$ cat src/rtl/ripple_tick_ctrl.sv
// rtl/ripple_tick_ctrl.sv - debounced button control and variable-rate shift tick for the LED ripple
// Four buttons are synchronised and debounced; their press pulses steer speed, pause and direction.
module ripple_tick_ctrl #(
  parameter int BASE_DIV   = 50000000,
  parameter int DEB_CYCLES = 1000000
) (
  input  logic       clk,
  input  logic       rst_n,
  input  logic       btn_up,
  input  logic       btn_down,
  input  logic       btn_pause,
  input  logic       btn_dir,
  output logic       shift_tick,
  output logic       dir,
  output logic [1:0] speed,
  output logic       paused
);

  localparam int            DW         = $clog2(DEB_CYCLES + 1);
  localparam logic [DW-1:0] C_DEB_LAST = DW'(DEB_CYCLES - 1);

  // Bit order everywhere: [0]=up, [1]=down, [2]=pause, [3]=dir
  logic [3:0]    w_btn;
  logic [3:0]    r_sync1;
  logic [3:0]    r_sync2;
  logic [3:0]    r_deb;
  logic [3:0]    r_deb_d;
  logic [3:0]    r_press;
  logic [DW-1:0] r_deb_cnt [4];

  logic [1:0]    r_speed;
  logic          r_paused;
  logic          r_dir;
  logic          r_tick;
  logic [31:0]   r_cnt;

  logic [31:0]   w_period;
  logic [31:0]   w_last;
  logic          w_up;
  logic          w_dn;

  assign w_btn = {btn_dir, btn_pause, btn_down, btn_up};

  always_ff @(posedge clk or negedge rst_n) begin
    if (!rst_n) begin
      r_sync1 <= '0;
      r_sync2 <= '0;
    end else begin
      r_sync1 <= w_btn;
      r_sync2 <= r_sync1;
    end
  end

  // A level is accepted only after DEB_CYCLES consecutive samples disagree with it.
  always_ff @(posedge clk or negedge rst_n) begin
    if (!rst_n) begin
      r_deb <= '0;
      for (int i = 0; i < 4; i++) r_deb_cnt[i] <= '0;
    end else begin
      for (int i = 0; i < 4; i++) begin
        if (r_sync2[i] == r_deb[i]) begin
          r_deb_cnt[i] <= '0;
        end else if (r_deb_cnt[i] == C_DEB_LAST) begin
          r_deb[i]     <= r_sync2[i];
          r_deb_cnt[i] <= '0;
        end else begin
          r_deb_cnt[i] <= r_deb_cnt[i] + DW'(1);
        end
      end
    end
  end

  always_ff @(posedge clk or negedge rst_n) begin
    if (!rst_n) begin
      r_deb_d <= '0;
      r_press <= '0;
    end else begin
      r_deb_d <= r_deb;
      r_press <= r_deb & ~r_deb_d;
    end
  end

  assign w_period = 32'(BASE_DIV) >> r_speed;
  assign w_last   = w_period - 32'd1;
  // Saturated presses are not a speed change, so they leave the counter alone.
  assign w_up     = r_press[0] & ~r_press[1] & (r_speed != 2'd3);
  assign w_dn     = r_press[1] & ~r_press[0] & (r_speed != 2'd0);

  always_ff @(posedge clk or negedge rst_n) begin
    if (!rst_n) begin
      r_speed  <= 2'd0;
      r_paused <= 1'b0;
      r_dir    <= 1'b0;
      r_tick   <= 1'b0;
      r_cnt    <= 32'd0;
    end else begin
      if (w_up) begin
        r_speed <= r_speed + 2'd1;
      end else if (w_dn) begin
        r_speed <= r_speed - 2'd1;
      end
      if (r_press[2]) r_paused <= ~r_paused;
      if (r_press[3]) r_dir    <= ~r_dir;

      if (w_up || w_dn) begin
        r_cnt  <= 32'd0;
        r_tick <= 1'b0;
      end else if (r_paused) begin
        r_tick <= 1'b0;
      end else if (r_cnt == w_last) begin
        r_cnt  <= 32'd0;
        r_tick <= 1'b1;
      end else begin
        r_cnt  <= r_cnt + 32'd1;
        r_tick <= 1'b0;
      end
    end
  end

  assign shift_tick = r_tick;
  assign dir        = r_dir;
  assign speed      = r_speed;
  assign paused     = r_paused;

endmodule

$ cat config.mk
export PLATFORM = sky130hd
export DESIGN_NAME = ripple_tick_ctrl
export DESIGN_NICKNAME = d
export VERILOG_FILES = /design/src/rtl/ripple_tick_ctrl.sv
export SDC_FILE = /design/constraint.sdc
export NUM_CORES = 1
export LEC_CHECK = 0
export CAP_MARGIN = 20
export CORE_MARGIN = 4
export CORE_UTILIZATION = 45
export DETAILED_ROUTE_END_ITERATION = 12
export HOLD_SLACK_MARGIN = 0.15
export MAX_ROUTING_LAYER = met4
export PLACE_DENSITY = 0.68
export SETUP_SLACK_MARGIN = 0.15
export SLEW_MARGIN = 20
export SYNTH_ARGS = -nofsm -noshare
export SYNTH_HDL_FRONTEND = slang
export SYNTH_SLANG_ARGS = --single-unit
$ cat constraint.sdc
create_clock -name clk -period 3.42 [get_ports clk]
set_clock_uncertainty 0.1 [all_clocks]
set_input_delay 0.684 -clock clk [delete_from_list [all_inputs] [get_ports clk]]
set_output_delay 0.684 -clock clk [all_outputs]
set_load 0.01 [all_outputs]
* Yosys cells after proc, flatten, opt, wreduce, memory -nomap -nowiden
Index checks and enable logic that the tools add are counted.
** Storage, ports and cells
- Register bits :: 137
- Latch bits :: 0
- Memory bits (writable) :: 0
- ROM bits :: 0
- Input bits :: 6
- Output and inout port bits :: 5
- Word-level logic and storage cells :: 74
- Memories kept :: 0
** Operators by class
- $add $sub $neg :: 8
- Multipliers :: 0
- Div/mod/pow operators :: 0
- Order comparisons :: 0
- Equal/unequal tests :: 11
- Shift operators :: 1
- Muxes and demuxes :: 16
- Bitwise logic cells :: 14
- Reductions and logical operators :: 7
** Operators with widths (count)
- two-way mux 20 bit :: 8
- two-way mux 32 bit :: 3
- adder 20 x 1 -> 20 bit (second input constant) :: 4
- equality test 20 bit (second input constant) :: 4
- adder 32 x 1 -> 32 bit (second input constant) :: 1
- equality test 32 bit :: 1
- right shift 26 x 2 -> 32 bit (first input constant) :: 1
- subtractor 32 x 1 -> 32 bit (second input constant) :: 1
- NOT 1 bit :: 8
- AND reduction 2 bit :: 4
- bitwise AND 1 bit :: 4
- bitwise AND 4 bit :: 1
- equality test 1 bit :: 4
- two-way mux 2 bit :: 2
- NOT 4 bit :: 1
- nonzero test 2 bit :: 2
- two-way mux 1 bit :: 3
- adder 2 x 1 -> 2 bit (second input constant) :: 1
- != test 2 x 1 -> 1 bit (second input constant) :: 1
- != test 2 bit (second input constant) :: 1
- subtractor 2 x 1 -> 2 bit (second input constant) :: 1
- logical OR 1 bit :: 1

* Longest topological paths before layout
- Depth in word-level cells :: 6
- Depth in mapped cells :: 11
- Depth with buffers taken out :: 8

* Least setup slack after synthesis
No wires, ideal clock.
- Path type :: reg-to-reg
- Start :: register r_speed[0] (netlist: speed[0])
- End :: register r_cnt[24]
- Library setup time :: 0.124 ns
- Data arrival time :: 2.188 ns
- Required time :: 3.196 ns
- Slack :: 1.008 ns
- Cell stages (with the launch flop) :: 11
- Path buffers :: 2
- Clock period less this slack :: 2.412 ns
- Cells stage by stage :: dfrtp_1 buf_6 buf_2 nand2b_1 ha_1 xnor2_1 nor3_1 nand4_1 nor4_4 nor4b_1 a211o_1
** Between the ends
- Longest elaborated chain between the ends :: 6
- Elaborated cells between the ends (all ways) :: 12
- Those cells by class :: add/sub: 1; eq/ne: 3; shift: 1; mux: 3; bitwise: 2; reduce/logical: 2
** Ends and longest elaborated chain
- start, declared :: line 31 : logic [1:0] r_speed;
- start signal, assigned :: line 98 : r_speed <= r_speed + 2'd1;
- start signal, assigned :: line 100 : r_speed <= r_speed - 2'd1;
- right shift 26 x 2 -> 32 bit :: line 83 : assign w_period = 32'(BASE_DIV) >> r_speed;
- subtractor 32 x 1 -> 32 bit :: line 84 : assign w_last = w_period - 32'd1;
- equality test 32 bit :: line 110 : end else if (r_cnt == w_last) begin
- two-way mux 32 bit :: line 110
- two-way mux 32 bit :: line 108 : end else if (r_paused) begin
- two-way mux 32 bit :: line 105 : if (w_up || w_dn) begin
- end signal, assigned :: line 114 : r_cnt <= r_cnt + 32'd1;
- end, declared :: line 35 : logic [31:0] r_cnt;
Parallel ways exist; a longest one is shown, timed or not. The select of a mux whose other input is x is not followed.
A chain may end at the register's enable or synchronous reset.

* Worst setup path in the final report
- Start :: register r_speed[1] (netlist: speed[1])
- End :: register r_cnt[13]
Same word-level chain as after synthesis.

==> flow_summary_export.csv <==
group,metric,value,unit
yosys,synth-main-ff-cell,"dfrtp_1",
global_routing,top_usage_layer,"met2",
global_routing,grt_overflow,0,
sta,tightest_slew,0.6664,ns
sta,setup_ws,0.7875,ns
sta,hold_violations,0,
sta,fin_crit_sh,76.97,%
global_routing,grt_antenna_before_repair,0,
yosys,synthXorXnorAreaFrac,13.46,%
setup_path,crit_type,"register to register",
yosys,netlist.top_cell.by_area,"dfrtp_1",
floorplanning,top_level_ports,11,
yosys,synth_mux_area_share,0.6786,%
floorplanning,fp.dieW,129.5,um
cells_and_area,seqCellArea,3428,um2
placed_design,pre_cts_slack,0.7523,ns
setup_path,end_kind,"register",
setup_path,cp_cell_sequence,"nand2_1, ha_1, xnor2_1, nor3_1, nand4_1, nor4_4, a21o_4, nor2_1",
sta,slew_viol_final,0,
drt,routed_wl,12.68,mm
yosys,syn_nets,681,
clocking,htreeDepth,4,
yosys,postSynthAreaPerCell,9.922,um2
cells_and_area,layout-drive-gt1-share,7.030,%
sta,tns,0,ns
cells_and_area,fill_cells,1274,
pwr,leakagePower,3.286,nW
yosys,synth_top_family_by_area,"simple AND/OR/NAND/NOR gates",
yosys,synth_edf_count,0,
global_routing,grt_pass1_wl,22.27,mm
drt,drtIter0Drc,366,
min_path,hold_path_class,"input pin to asynchronous set/reset pin",
setup_path,slowest_delay,0.68,ns
pwr,ir_worst_vdd,0.3238,mV
outcome,status,"finished, final reports clean",
setup_path,cp_data_required_time,3.61,ns
global_routing,first_global_vias,4695,
drt,detailroute.via_count,4740,
yosys,async_flop_share,100.0,%
clocking,cts_tree,"yes",
floorplanning,coreArea,14480,um2
yosys,synth_top_area_share,51.65,%
clocking,clock_sinks,137,
global_routing,grt_max_degree,73,
floorplanning,start_util,45.84,%
cells_and_area,area_growth,12.70,%
yosys,ys_warn_count,0,
drt,vias_per_cell,5.380,
floorplanning,dieHeight,129.5,um
yosys,yosys.area_share.simple,26.99,%
clocking,numCtsBuffers,17,
placed_design,portBuffers,10,
clocking,clk_pin_slew,0.06,ns
cells_and_area,multi_input_area,3084,um2
placed_design,place_hpwl,8.627,mm
setup_path,start_kind,"register",
pwr,p_per_area,469.8,nW/um2
yosys,syn_inst,669,
global_routing,use_met1,22.25,%
yosys,yosysSeqAreaShare,51.65,%
placed_design,globalplace.congestion,0.8787,
sta,timing.fmax,379.9,MHz
floorplanning,dieArea,16760,um2
global_routing,grt_use_met3,4.328,%
sta,rsz0062_at_grt,"no",
drt,ant_nets,0,
sta,finalSetupViolations,0,
clocking,cts_setup_buffers,0,
setup_path,arrival,2.82,ns
clocking,cts_root_buffer,"clkbuf_16",
yosys,synth_compound_area_share,4.204,%
yosys,ys_top_cells_by_area,"dfrtp_1 52%, nor2_1 7.5%, xor2_1 7.3%",
sta,max_slew_margin,55.57,%
cells_and_area,nets,696,
yosys,synth_adder_area_share,1.131,%
sta,period_minus_slack,2.633,ns
drt,drc,0,
yosys,synth_area,6638,um2
floorplanning,rows,44,
setup_path,path_max_fanout,21,
clocking,ctsHoldBuffers,0,
global_routing,grt_util_met2,25.95,%
setup_path,critical-path-slowest-cell,"dfrtp_1",
drt,wire_per_inst,14.39,um
yosys,yosysUniqueCellTypes,56,
clocking,cts_resized,0,
yosys,ys_ff_latch,137,
global_routing,track_usage,16.93,%
drt,dr.pass1.iters,4,
job,max-cap-violations,0,
clocking,clockBufferDepth,2,
cells_and_area,antenna_cells,0,
clocking,clkLatencyLatePin,0.41,ns
==> flip-flops by register name, summed over array words and instances (netlist names) <==
name	cells
r_deb_d	4
r_sync1	4
dir	1
r_press	4
shift_tick	1
paused	1
r_deb_cnt	80
r_sync2	4
speed	2
r_deb	4
r_cnt	32
==> cell families after synthesis <==
kind of cell	after synthesis
AND/OR/NAND/NOR	358
flip-flops	137
XOR/XNOR	102
AO/OA/AOI/OAI	36
buffers and inverters	26
adder cells (fa/ha/maj)	6
multiplexers	4
==> final timing paths <==
| kind | from | cells after the start | slack (ns) | end |
|---|---|---|---|---|
| worst min-delay path | rst_n | 1 | 0.16 | r_cnt[16] |
| worst min register to register | r_sync1[2] | 0 | 0.25 | r_sync2[2] |
| min in group clk | r_sync1[2] | 0 | 0.25 | r_sync2[2] |
| worst max register to register | speed[1] | 8 | 0.79 | r_cnt[13] |
| worst max-delay path | speed[1] | 8 | 0.79 | r_cnt[13] |
| max in group asynchronous | rst_n | 2 | 2.23 | r_deb_cnt[45] |
==> stage by stage <==
step	instances	cell area, um2	utilization, %	hold slack, ns	power, mW
global placement	849	6904	47.68	0.2327	1.760
global route	881	7481	51.67	0.2137	3.641
CTS	881	7481	51.67	0.2018	3.552
finish	881	7481	51.67	0.1626	3.515
floorplan	669	6638	-	0.2312	1.713
detailed placement	849	6904	47.68	0.2363	1.764
==> layout by cell type, fill, tap and decap left out, types with 7 or more instances in the layout <==
cell               n
dfrtp_1          137
nor2_1           133
nand3_1           55
xor2_1            55
xnor2_1           47
nand2_1           47
and3_1            24
clkbuf_16         17
nor3_1            16
nand4_1           16
clkdlybuf4s50_1    9
and4_1             8
inv_1              8
nor4_1             7
nand2b_1           7
nor4b_1            7
==> layer usage <==
| metal | vias up | share of wire (%) |
|---|---|---|
| met2 | 70 | 48 |
| met5 | - | 0 |
| met1 | 2340 | 47 |
| met4 | 0 | 1.3 |
| met3 | 13 | 3.4 |
| li1 | 2317 | - |
==> cell type report <==
cell class	instances	area share, %
repair buffers	14	1.756
flip-flops and latches	137	45.83
multi-input cells	506	41.23
well taps	184	3.077
clock inverters	12	1.873
clock buffers	20	5.837
inverters	8	0.4014
==> report_power, final <==
part	internal (mW)	switching, mW	leakage (nW)	total (mW)
registers	1.64	0.0138	1.87	1.65
logic	0.0225	0.0579	1.15	0.0804
clock network	1.08	0.702	0.260	1.78
total	2.74	0.773	3.29	3.51
==> Yosys cell counts, types with 7 or more instances <==
cell / number
nand3_1: 55
xor2_1: 55
inv_1: 8
clkbuf_1: 9
nand2b_1: 7
nor2_1: 133
nor4_1: 7
nand4_1: 16
and3_1: 24
nor3_1: 16
nor4b_1: 7
xnor2_1: 47
dfrtp_1: 137
and4_1: 8
nand2_1: 47
==> critical path: cells and delay by family (launching register included) <==
| family | cells | cell delay (ns) |
|---|---|---|
| AOI/OAI and AO/OA | 1 | 0.31 |
| xor gates and xnor gates | 1 | 0.14 |
| adders and majority gates | 1 | 0.34 |
| DFF | 1 | 0.68 |
| and+or+nand+nor | 5 | 0.92 |
Power figures use the tool's default switching activity.
==> RTL change: new RTL, same settings <==
Set the parameter `DEB_CYCLES` to 2000000 (it was 1000000).
--- a/src/rtl/ripple_tick_ctrl.sv
+++ b/src/rtl/ripple_tick_ctrl.sv
@@ -3,5 +3,5 @@
 module ripple_tick_ctrl #(
   parameter int BASE_DIV   = 50000000,
-  parameter int DEB_CYCLES = 1000000
+  parameter int DEB_CYCLES = 2000000
 ) (
   input  logic       clk,
Check against the original RTL: no difference found for any inputs over 10 cycles, from zero or initial values and one cycle with rst_n low; that may be too few to reach the edited logic, so the function may still have changed.
==> RTL change against the original RTL <==
- sequential cell count up 4
- utilization up 0.99 points
- combinational power down 0.7%
- die area up 3.7%
- global-route usage down 0.32 points
- first-iteration DRC count up 35%
- total power up 1.0%
- wire length up 4.3%
- non-clock buffer count up 2
- via count up 3.9%
- setup slack worse by 360 ps
- synthesized area up 3.9%
- cell area up 3.8%
- critical endpoint is now r_cnt[14]
==> RTL change: results (changes against the original RTL) <==
| Metric | Value |
|---|---|
| Number of global-route vias before repair | `4957 (+5.6%)` |
| Fraction of met2 tracks used by global routing | `26.2% (+0.30 points)` |
| Worst hold path type | `flip-flop to flip-flop` |
| Number of antenna violations at the first check in global routing | `0 (unchanged)` |
| H-tree lvl count | `4 (unchanged)` |
| Global Route met1 Usage | `21.3% (-0.90 points)` |
| Crit path DAT | `3190 ps (+370 ps)` |
| Worst-path maximum fanout | `15 (-29%)` |
| Detailed-routing iteration count for the pre-antenna-repair pass | `4 (unchanged)` |
| Worst voltage drop across the vdd grid | `0.351 mV (+8.3%)` |
| Final RePlAce weighted congestion | `0.835 (-4.9%)` |
| HPWL Detailed | `9020 um (+4.5%)` |
| Total of buffers placed on input and output ports | `10 (unchanged)` |
| Count of warnings emitted by yosys | `0 (unchanged)` |
| Clock transition at the registers of the reported paths | `60 ps (about the same)` |
| Leakage power | `0.00333 uW (+1.4%)` |
| Length in cells of the worst reg-to-reg path | `9 (+1)` |
| Largest registers | `r_deb_cnt (84), r_cnt (32)` |
| DRT iter0 DRCs | `494 (+35%)` |
| Number of cells on the worst hold path | `0` |
| Max stage delay on crit path | `500 ps (-180 ps)` |
| Maximum count of clock buffers along a single path | `2 (unchanged)` |
| Detailed-route via count | `4923 (+3.9%)` |
| Net count reported at finish | `719 (+3.3%)` |
| Top cells by count, synth | `sky130_fd_sc_hd__dfrtp_1, sky130_fd_sc_hd__nor2_1, sky130_fd_sc_hd__xor2_1` |
| Startpoint of the tightest hold check path | `r_sync1[0]` |
| Count of different cell masters after synthesis | `57 (+1.8%)` |
| Crit path max-delay cell type | `sky130_fd_sc_hd__or4b_4` |
| Top Family by Delay on Critical Path | `simple AND/OR/NAND/NOR gates` |
| Maximum Capacitance Violations | `0 (unchanged)` |
| Number of antenna cells inserted | `0 (unchanged)` |
| Top post-synthesis cells by area | `sky130_fd_sc_hd__dfrtp_1, sky130_fd_sc_hd__xor2_1, sky130_fd_sc_hd__nor2_1` |
| Slew margin rel. | `47.0% (-8.6 points)` |
| Clk Latency, worst-skew pair | `410 ps (about the same)` |
| Pin count of the biggest net entering global routing | `112 (+53%)` |
| Wire length of the first global-routing pass | `23500 um (+5.7%)` |
| Clock buffer count from CTS | `17 (unchanged)` |
| Async SR Flop Fraction | `100% (unchanged)` |
| Number of post-CTS setup repair buffers | `0 (unchanged)` |
| Launch instance of the worst register-to-register path | `speed[0]` |
| Tot GR Track Use | `16.6% (-0.32 points)` |
| Share of synthesized area occupied by flip-flops and latches | `51.2% (-0.49 points)` |
| Critical path type | `flip-flop to flip-flop` |
| FILL cells | `1318 (+3.5%)` |
| Total Routed Length | `13200 um (+4.3%)` |
| Met3 Track Usage GR | `4.12% (-0.21 points)` |
| Result of the run | `finished clean` |
| Syn_nets | `706 (+3.7%)` |
| Fraction of layout cells with a size suffix above 1 | `9.60% (+2.6 points)` |
| Cell at the root of the clock tree | `sky130_fd_sc_hd__clkbuf_16` |
RTL change: layout make-up:
class	instances	area share, %
flip-flops and latches	141	45.4
inverters	16	0.773
multi-input cells	515	41.3
clock buffers	23	6.15
well taps	184	2.96
clock inverters	8	1.16
repair buffers	16	2.24
RTL change: kinds of logic after synthesis:
logic type / Yosys count / synth area share [%]
and+or+nand+nor: 350 / 26.1
DFF: 141 / 51.2
xor gates and xnor gates: 102 / 13.0
AOI/OAI and AO/OA: 51 / 5.46
buffers and inverters: 38 / 2.32
muxes: 6 / 0.943
adders and majority gates: 6 / 1.09
RTL change: timing repair:
item	in CTS	in global routing
hold endpoints to repair	30	0
hold buffers	1	0
resized for setup	0	0
RTL change: report_power, final:
| part | leakage [uW] | internal (uW) | switching (uW) |
|---|---|---|---|
| clock | 0.000286 | 1120 | 652 |
| combinational | 0.00112 | 22.1 | 57.7 |
| sequential | 0.00193 | 1690 | 15.2 |
RTL change: worst paths after layout:
kind | slack [ps] | end
worst max-delay path | 430 | r_cnt[14]
worst min-delay path | 250 | r_sync2[0]
worst max register to register | 430 | r_cnt[14]
worst min register to register | 250 | r_sync2[0]
max in group asynchronous | 1740 | r_deb_cnt[9]
min in group asynchronous | 620 | r_deb_cnt[83]
RTL change: through the flow:
| stage | setup slack (ps) | std cells | cell area [um^2] | utilization [%] |
|---|---|---|---|---|
| floorplan | 546 | 694 | 6900 | - |
| global placement | 560 | 871 | 7190 | 48.7 |
| detailed placement | 471 | 871 | 7190 | 48.7 |
| CTS | 429 | 903 | 7770 | 52.7 |
| global route | 296 | 903 | 7770 | 52.7 |
| finish | 427 | 903 | 7770 | 52.7 |
RTL change: routing by layer:
layer | vias to the layer above | part of all wire, %
li1 | 2413 | -
met1 | 2444 | 47
met2 | 55 | 49
met3 | 11 | 2.9
met4 | 0 | 0.90
met5 | - | 0
